$ cat src/rtl/rgb_hue_pwm.sv
// RGB hue-sweep PWM engine: step timer -> hue register -> colour wheel -> brightness
// scale -> shadow duties -> period-aligned active duties driving active-low LED pins.
module rgb_hue_pwm #(
    parameter int CLK_FREQ    = 12000000,
    parameter int PWM_BITS    = 8,
    parameter int HUE_STEPS   = 360,
    parameter int STEP_CYCLES = 33333,
    localparam int HUE_BITS   = $clog2(HUE_STEPS)
) (
    input  logic                clk,
    input  logic                rst_n,
    input  logic [1:0]          mode,
    input  logic [HUE_BITS-1:0] hue_set,
    input  logic [PWM_BITS-1:0] brightness,
    output logic [HUE_BITS-1:0] hue_out,
    output logic                period_start,
    output logic                RGB_R,
    output logic                RGB_G,
    output logic                RGB_B
);

    localparam int SEG      = HUE_STEPS / 3;
    localparam int MAX      = (1 << PWM_BITS) - 1;
    localparam int PROD_W   = PWM_BITS + HUE_BITS;
    localparam int TMR_BITS = (STEP_CYCLES > 1) ? $clog2(STEP_CYCLES) : 1;

    localparam logic [1:0] MODE_OFF  = 2'b00;
    localparam logic [1:0] MODE_FWD  = 2'b01;
    localparam logic [1:0] MODE_REV  = 2'b10;
    localparam logic [1:0] MODE_HOLD = 2'b11;

    localparam logic [PWM_BITS-1:0] MAX_V     = PWM_BITS'(MAX);
    localparam logic [HUE_BITS-1:0] HUE_LAST  = HUE_BITS'(HUE_STEPS - 1);
    localparam logic [HUE_BITS-1:0] HUE_LIMIT = HUE_BITS'(HUE_STEPS);
    localparam logic [HUE_BITS-1:0] SEG_V     = HUE_BITS'(SEG);
    localparam logic [HUE_BITS-1:0] SEG2_V    = HUE_BITS'(2 * SEG);
    localparam logic [TMR_BITS-1:0] TMR_LAST  = TMR_BITS'(STEP_CYCLES - 1);

    if (HUE_STEPS < 3 || (HUE_STEPS % 3) != 0 || STEP_CYCLES < 1 || CLK_FREQ < 1) begin : g_bad_params
        $error("rgb_hue_pwm: invalid parameter set");
    end

    logic [TMR_BITS-1:0] timer;
    logic                step_tc;
    logic                sweeping;
    logic [HUE_BITS-1:0] hue_clamped;

    assign sweeping    = (mode == MODE_FWD) || (mode == MODE_REV);
    assign step_tc     = (timer == TMR_LAST);
    assign hue_clamped = (hue_set >= HUE_LIMIT) ? HUE_LAST : hue_set;

    always_ff @(posedge clk or negedge rst_n) begin
        if (!rst_n) begin
            timer <= '0;
        end else if (!sweeping || step_tc) begin
            timer <= '0;
        end else begin
            timer <= timer + TMR_BITS'(1);
        end
    end

    always_ff @(posedge clk or negedge rst_n) begin
        if (!rst_n) begin
            hue_out <= '0;
        end else begin
            case (mode)
                MODE_FWD:  if (step_tc) hue_out <= (hue_out == HUE_LAST) ? '0 : hue_out + HUE_BITS'(1);
                MODE_REV:  if (step_tc) hue_out <= (hue_out == '0) ? HUE_LAST : hue_out - HUE_BITS'(1);
                MODE_HOLD: hue_out <= hue_clamped;
                default:   hue_out <= hue_out;
            endcase
        end
    end

    // Segment split by compare/subtract keeps the only true divide on a constant.
    logic [1:0]          seg;
    logic [HUE_BITS-1:0] ofs;
    logic [PROD_W-1:0]   rise_prod;
    logic [PWM_BITS-1:0] rise;
    logic [PWM_BITS-1:0] fall;
    logic [PWM_BITS-1:0] col_r_n, col_g_n, col_b_n;

    always_comb begin
        seg = 2'd0;
        ofs = hue_out;
        if (hue_out >= SEG2_V) begin
            seg = 2'd2;
            ofs = hue_out - SEG2_V;
        end else if (hue_out >= SEG_V) begin
            seg = 2'd1;
            ofs = hue_out - SEG_V;
        end
    end

    assign rise_prod = (PROD_W'(ofs) * PROD_W'(MAX)) / PROD_W'(SEG);
    assign rise      = PWM_BITS'(rise_prod);
    assign fall      = MAX_V - rise;

    always_comb begin
        col_r_n = '0;
        col_g_n = '0;
        col_b_n = '0;
        case (seg)
            2'd0: begin
                col_r_n = fall;
                col_g_n = rise;
            end
            2'd1: begin
                col_g_n = fall;
                col_b_n = rise;
            end
            default: begin
                col_r_n = rise;
                col_b_n = fall;
            end
        endcase
    end

    logic [PWM_BITS-1:0] col_r, col_g, col_b;

    always_ff @(posedge clk or negedge rst_n) begin
        if (!rst_n) begin
            col_r <= '0;
            col_g <= '0;
            col_b <= '0;
        end else begin
            col_r <= col_r_n;
            col_g <= col_g_n;
            col_b <= col_b_n;
        end
    end

    // (brightness+1) scaling lets full-scale brightness pass the value untouched.
    function automatic logic [PWM_BITS-1:0] scale(input logic [PWM_BITS-1:0] v,
                                                  input logic [PWM_BITS-1:0] b);
        logic [2*PWM_BITS-1:0] p;
        p = (2*PWM_BITS)'(v) * ((2*PWM_BITS)'(b) + (2*PWM_BITS)'(1));
        return PWM_BITS'(p >> PWM_BITS);
    endfunction

    logic [PWM_BITS-1:0] shd_r, shd_g, shd_b;

    always_ff @(posedge clk or negedge rst_n) begin
        if (!rst_n) begin
            shd_r <= '0;
            shd_g <= '0;
            shd_b <= '0;
        end else if (mode == MODE_OFF) begin
            shd_r <= '0;
            shd_g <= '0;
            shd_b <= '0;
        end else begin
            shd_r <= scale(col_r, brightness);
            shd_g <= scale(col_g, brightness);
            shd_b <= scale(col_b, brightness);
        end
    end

    logic [PWM_BITS-1:0] pwm_cnt;
    logic [PWM_BITS-1:0] act_r, act_g, act_b;
    logic                wrap;

    assign wrap = (pwm_cnt == MAX_V);

    // Active duties only move at the wrap edge, so a period is never cut short.
    always_ff @(posedge clk or negedge rst_n) begin
        if (!rst_n) begin
            pwm_cnt      <= '0;
            period_start <= 1'b0;
            act_r        <= '0;
            act_g        <= '0;
            act_b        <= '0;
        end else begin
            pwm_cnt      <= pwm_cnt + PWM_BITS'(1);
            period_start <= wrap;
            if (wrap) begin
                act_r <= shd_r;
                act_g <= shd_g;
                act_b <= shd_b;
            end
        end
    end

    assign RGB_R = !(pwm_cnt < act_r);
    assign RGB_G = !(pwm_cnt < act_g);
    assign RGB_B = !(pwm_cnt < act_b);

endmodule

$ cat config.mk
export PLATFORM = sky130hd
export DESIGN_NAME = rgb_hue_pwm
export DESIGN_NICKNAME = d
export VERILOG_FILES = /design/src/rtl/rgb_hue_pwm.sv
export SDC_FILE = /design/constraint.sdc
export NUM_CORES = 1
export LEC_CHECK = 0
export ABC_AREA = 0
export CELL_PAD_IN_SITES_DETAIL_PLACEMENT = 0
export CELL_PAD_IN_SITES_GLOBAL_PLACEMENT = 1
export CORE_AREA = 2 2 224 226
export DETAILED_ROUTE_END_ITERATION = 10
export DIE_AREA = 0 0 226 228
export PLACE_DENSITY_LB_ADDON = 0.1
export SYNTH_ARGS = -nofsm -noshare
export SYNTH_HDL_FRONTEND = slang
export SYNTH_SLANG_ARGS = --single-unit
$ cat constraint.sdc
create_clock -name clk -period 9.5 [get_ports clk]
set_input_delay 1.425 -clock clk [delete_from_list [all_inputs] [get_ports clk]]
set_output_delay 1.425 -clock clk [all_outputs]
set_load 0.005 [all_outputs]
==> results_dict.tcl <==
set metrics [dict create \
    gp_congestion 0.826 \
    initial_core_util 0.295 \
    htreeDepth 3 \
    status "completed" \
    yosysSeqAreaShare 0.182 \
    synth_seq_cells 106 \
    drt_iter0_drc 430 \
    diodes 0 \
    nFillCells 5190 \
    grt_max_degree 59 \
    synth_edf_count 0 \
    yosysUniqueCellTypes 108 \
    vias 10900 \
    grt_pass1_vias 11600 \
    avgViaCountPerCell 4.64 \
    syn_inst 1619 \
    die_h_um 228 \
    synth.avg_cell_area_sq_um 9.00 \
    drt_pre_antenna_iters 5 \
    async_flop_share 1.00 \
    min_path_type "flop to flop" \
    clk_pin_slew_ps 80 \
    final_common_cell "inv_1" \
    layout_common_cells "inv_1 (241), nand2_1 (195), ha_1 (178), fa_1 (146), dfrtp_1 (106)" \
    drt-total-wl_um 37400 \
    die_w_um 226 \
    wire_per_inst_um 15.9 \
    drv_cap 0 \
    path_max_fanout 7 \
    syn_nets 1966 \
    critical_path_arrival_ps 9320 \
    ys.flop_type "dfrtp_1" \
    crit_path_end_kind "flop" \
    antenna_found_initial 0 \
    cp.required_ps 9790 \
    cts_buffer_depth 2 \
    drc 0 \
    nets 2020 \
    slew_violations 0 \
    synth_area_sq_um 14600 \
    cp-start-kind "flop" \
    relSlewSlack 0.274 \
    post-route-util 0.339 \
    crit_top_cell "inv_1" \
    dieArea_sq_um 51500 \
    worst_pin_slew_ps 1090 \
    slowest_stage "fa_1" \
    clk_latency_ps 380 \
    critPathMaxStageDelay_ps 530 \
    overflow 0 \
    ant_nets 0 \
    final-setup-viol-count 0 \
    core_sq_um 49300 \
    drive_above_1_share 0.113 \
    num_rows 82 \
    boundaryPins 34 \
    cts_sinks 106 \
    cts_tree "done" \
    areaGrowthSynthToFinish_pct 14.8 \
    skew_ps 14.2 \
    grt_first_pass_wirelength_um 62200 \
    finalHoldViolations 0 \
    port_buffers 33 \
    dp_hpwl_um 30000 \
    layout_min_cycle_time_ps 9030 \
    min_period_over_period 0.951 \
    path_class "flop to flop" \
    fmax_mhz 111 \
    root_buffer "clkbuf_16" \
    globalRouteTotalUtil 0.151 \
    ys_warn_count 0 \
    cts_buffers 9 \
]
-- per-layer routing --
metal  GRT usage  up-vias  share of wire
met5           0        -              0
met4      0.0300        0          0.013
met2       0.268       70           0.52
met1       0.195     5399           0.45
li1            -     5400              -
met3      0.0175       25          0.016
-- path summary, 6_finish.rpt --
check,start,to,slack [ps],cells past startpoint
setup / recovery,hue_out[4]$_DFFE_PN0P_,col_g[1]$_DFF_PN0_,470,38
hold / removal,shd_b[6]$_DFF_PN0_,act_b[6]$_DFFE_PN0P_,450,2
setup reg to reg,hue_out[4]$_DFFE_PN0P_,col_g[1]$_DFF_PN0_,470,38
hold reg to reg,shd_b[6]$_DFF_PN0_,act_b[6]$_DFFE_PN0P_,450,2
max in group asynchronous,rst_n,col_r[1]$_DFF_PN0_,7190,2
min in group asynchronous,rst_n,period_start$_DFF_PN0_,1110,1
-- cell type report --
type | instances | area (sq um) | area share
clock buffers | 9 | 225 | 0.0135
clock inverters | 7 | 116 | 0.00695
inverters | 244 | 916 | 0.0547
multi-input cells | 1217 | 11200 | 0.668
flip-flops and latches | 106 | 2650 | 0.159
well taps | 672 | 841 | 0.0502
repair buffers | 95 | 810 | 0.0484
-- state kept, by name (all words and copies together) (netlist names) --
| register | cells |
|---|---|
| act_b | 8 |
| act_g | 8 |
| act_r | 8 |
| col_b | 8 |
| col_g | 8 |
| col_r | 8 |
| hue_out | 9 |
| period_start | 1 |
| pwm_cnt | 8 |
| shd_b | 8 |
| shd_g | 8 |
| shd_r | 8 |
| timer | 16 |
-- cell usage after synthesis (all sizes together) (9+ instances only) --
cell type	count	area, sq um
ha	180	2250
nand2	197	742
a31oi	10	77.6
xor2	33	315
nand3	36	180
and2	87	548
inv	244	916
o21a	15	120
mux2i	18	193
dfrtp	106	2650
fa	146	2920
a21oi	57	289
nor2b	37	231
clkbuf	42	181
o211ai	9	77.6
nor2	70	268
nand2b	17	109
xnor2	57	529
o21ai	69	357
buf	9	52.6
a21o	13	98.9
and3	14	105
nor3	33	180
-- timing repair --
item / 4_1_cts / 5_1_grt
gates resized for setup: 6 / 62
endpoints found under the setup margin: 6 / 10
cloned: 0 / 1
pin swaps: 1 / 20
buffers inserted: 3 / 14
hold buffers: 0 / 0
-- logic make-up (layout without fill, tap and decap cells) --
group | Yosys count | count (layout) | share of synthesized area
mux | 22 | 22 | 0.0163
simple gates | 520 | 520 | 0.179
flops | 106 | 106 | 0.182
fa+ha+maj | 330 | 330 | 0.358
compound gates | 254 | 254 | 0.127
xor+xnor | 90 | 91 | 0.0579
buf+inv | 297 | 355 | 0.0802
-- worst max-delay path, delay by kind of cell (launching register included) --
kind | cells | cell delay (ps)
multiplexers | 2 | 520
flip-flops | 1 | 480
XOR/XNOR | 1 | 130
buffers and inverters | 8 | 790
adder cells (fa/ha/maj) | 5 | 2130
AND/OR/NAND/NOR | 9 | 1470
AO/OA/AOI/OAI | 13 | 3430
-- per-stage QoR --
stage | setup TNS [ps] | std cells | hold slack [ps] | area, sq um | setup slack, ps
CTS | 0 | 2335 | 458 | 16300 | 6.35
global placement | 0 | 2316 | 431 | 15900 | 123
detailed placement | -155 | 2316 | 439 | 15900 | -47.5
floorplan | 0 | 1619 | 426 | 14600 | 64.9
finish | 0 | 2350 | 452 | 16700 | 469
global route | -63.0 | 2350 | 484 | 16700 | -25.2
Power is not shown: default switching activity piles up to over one toggle a cycle in this logic, so the estimate is an artifact.
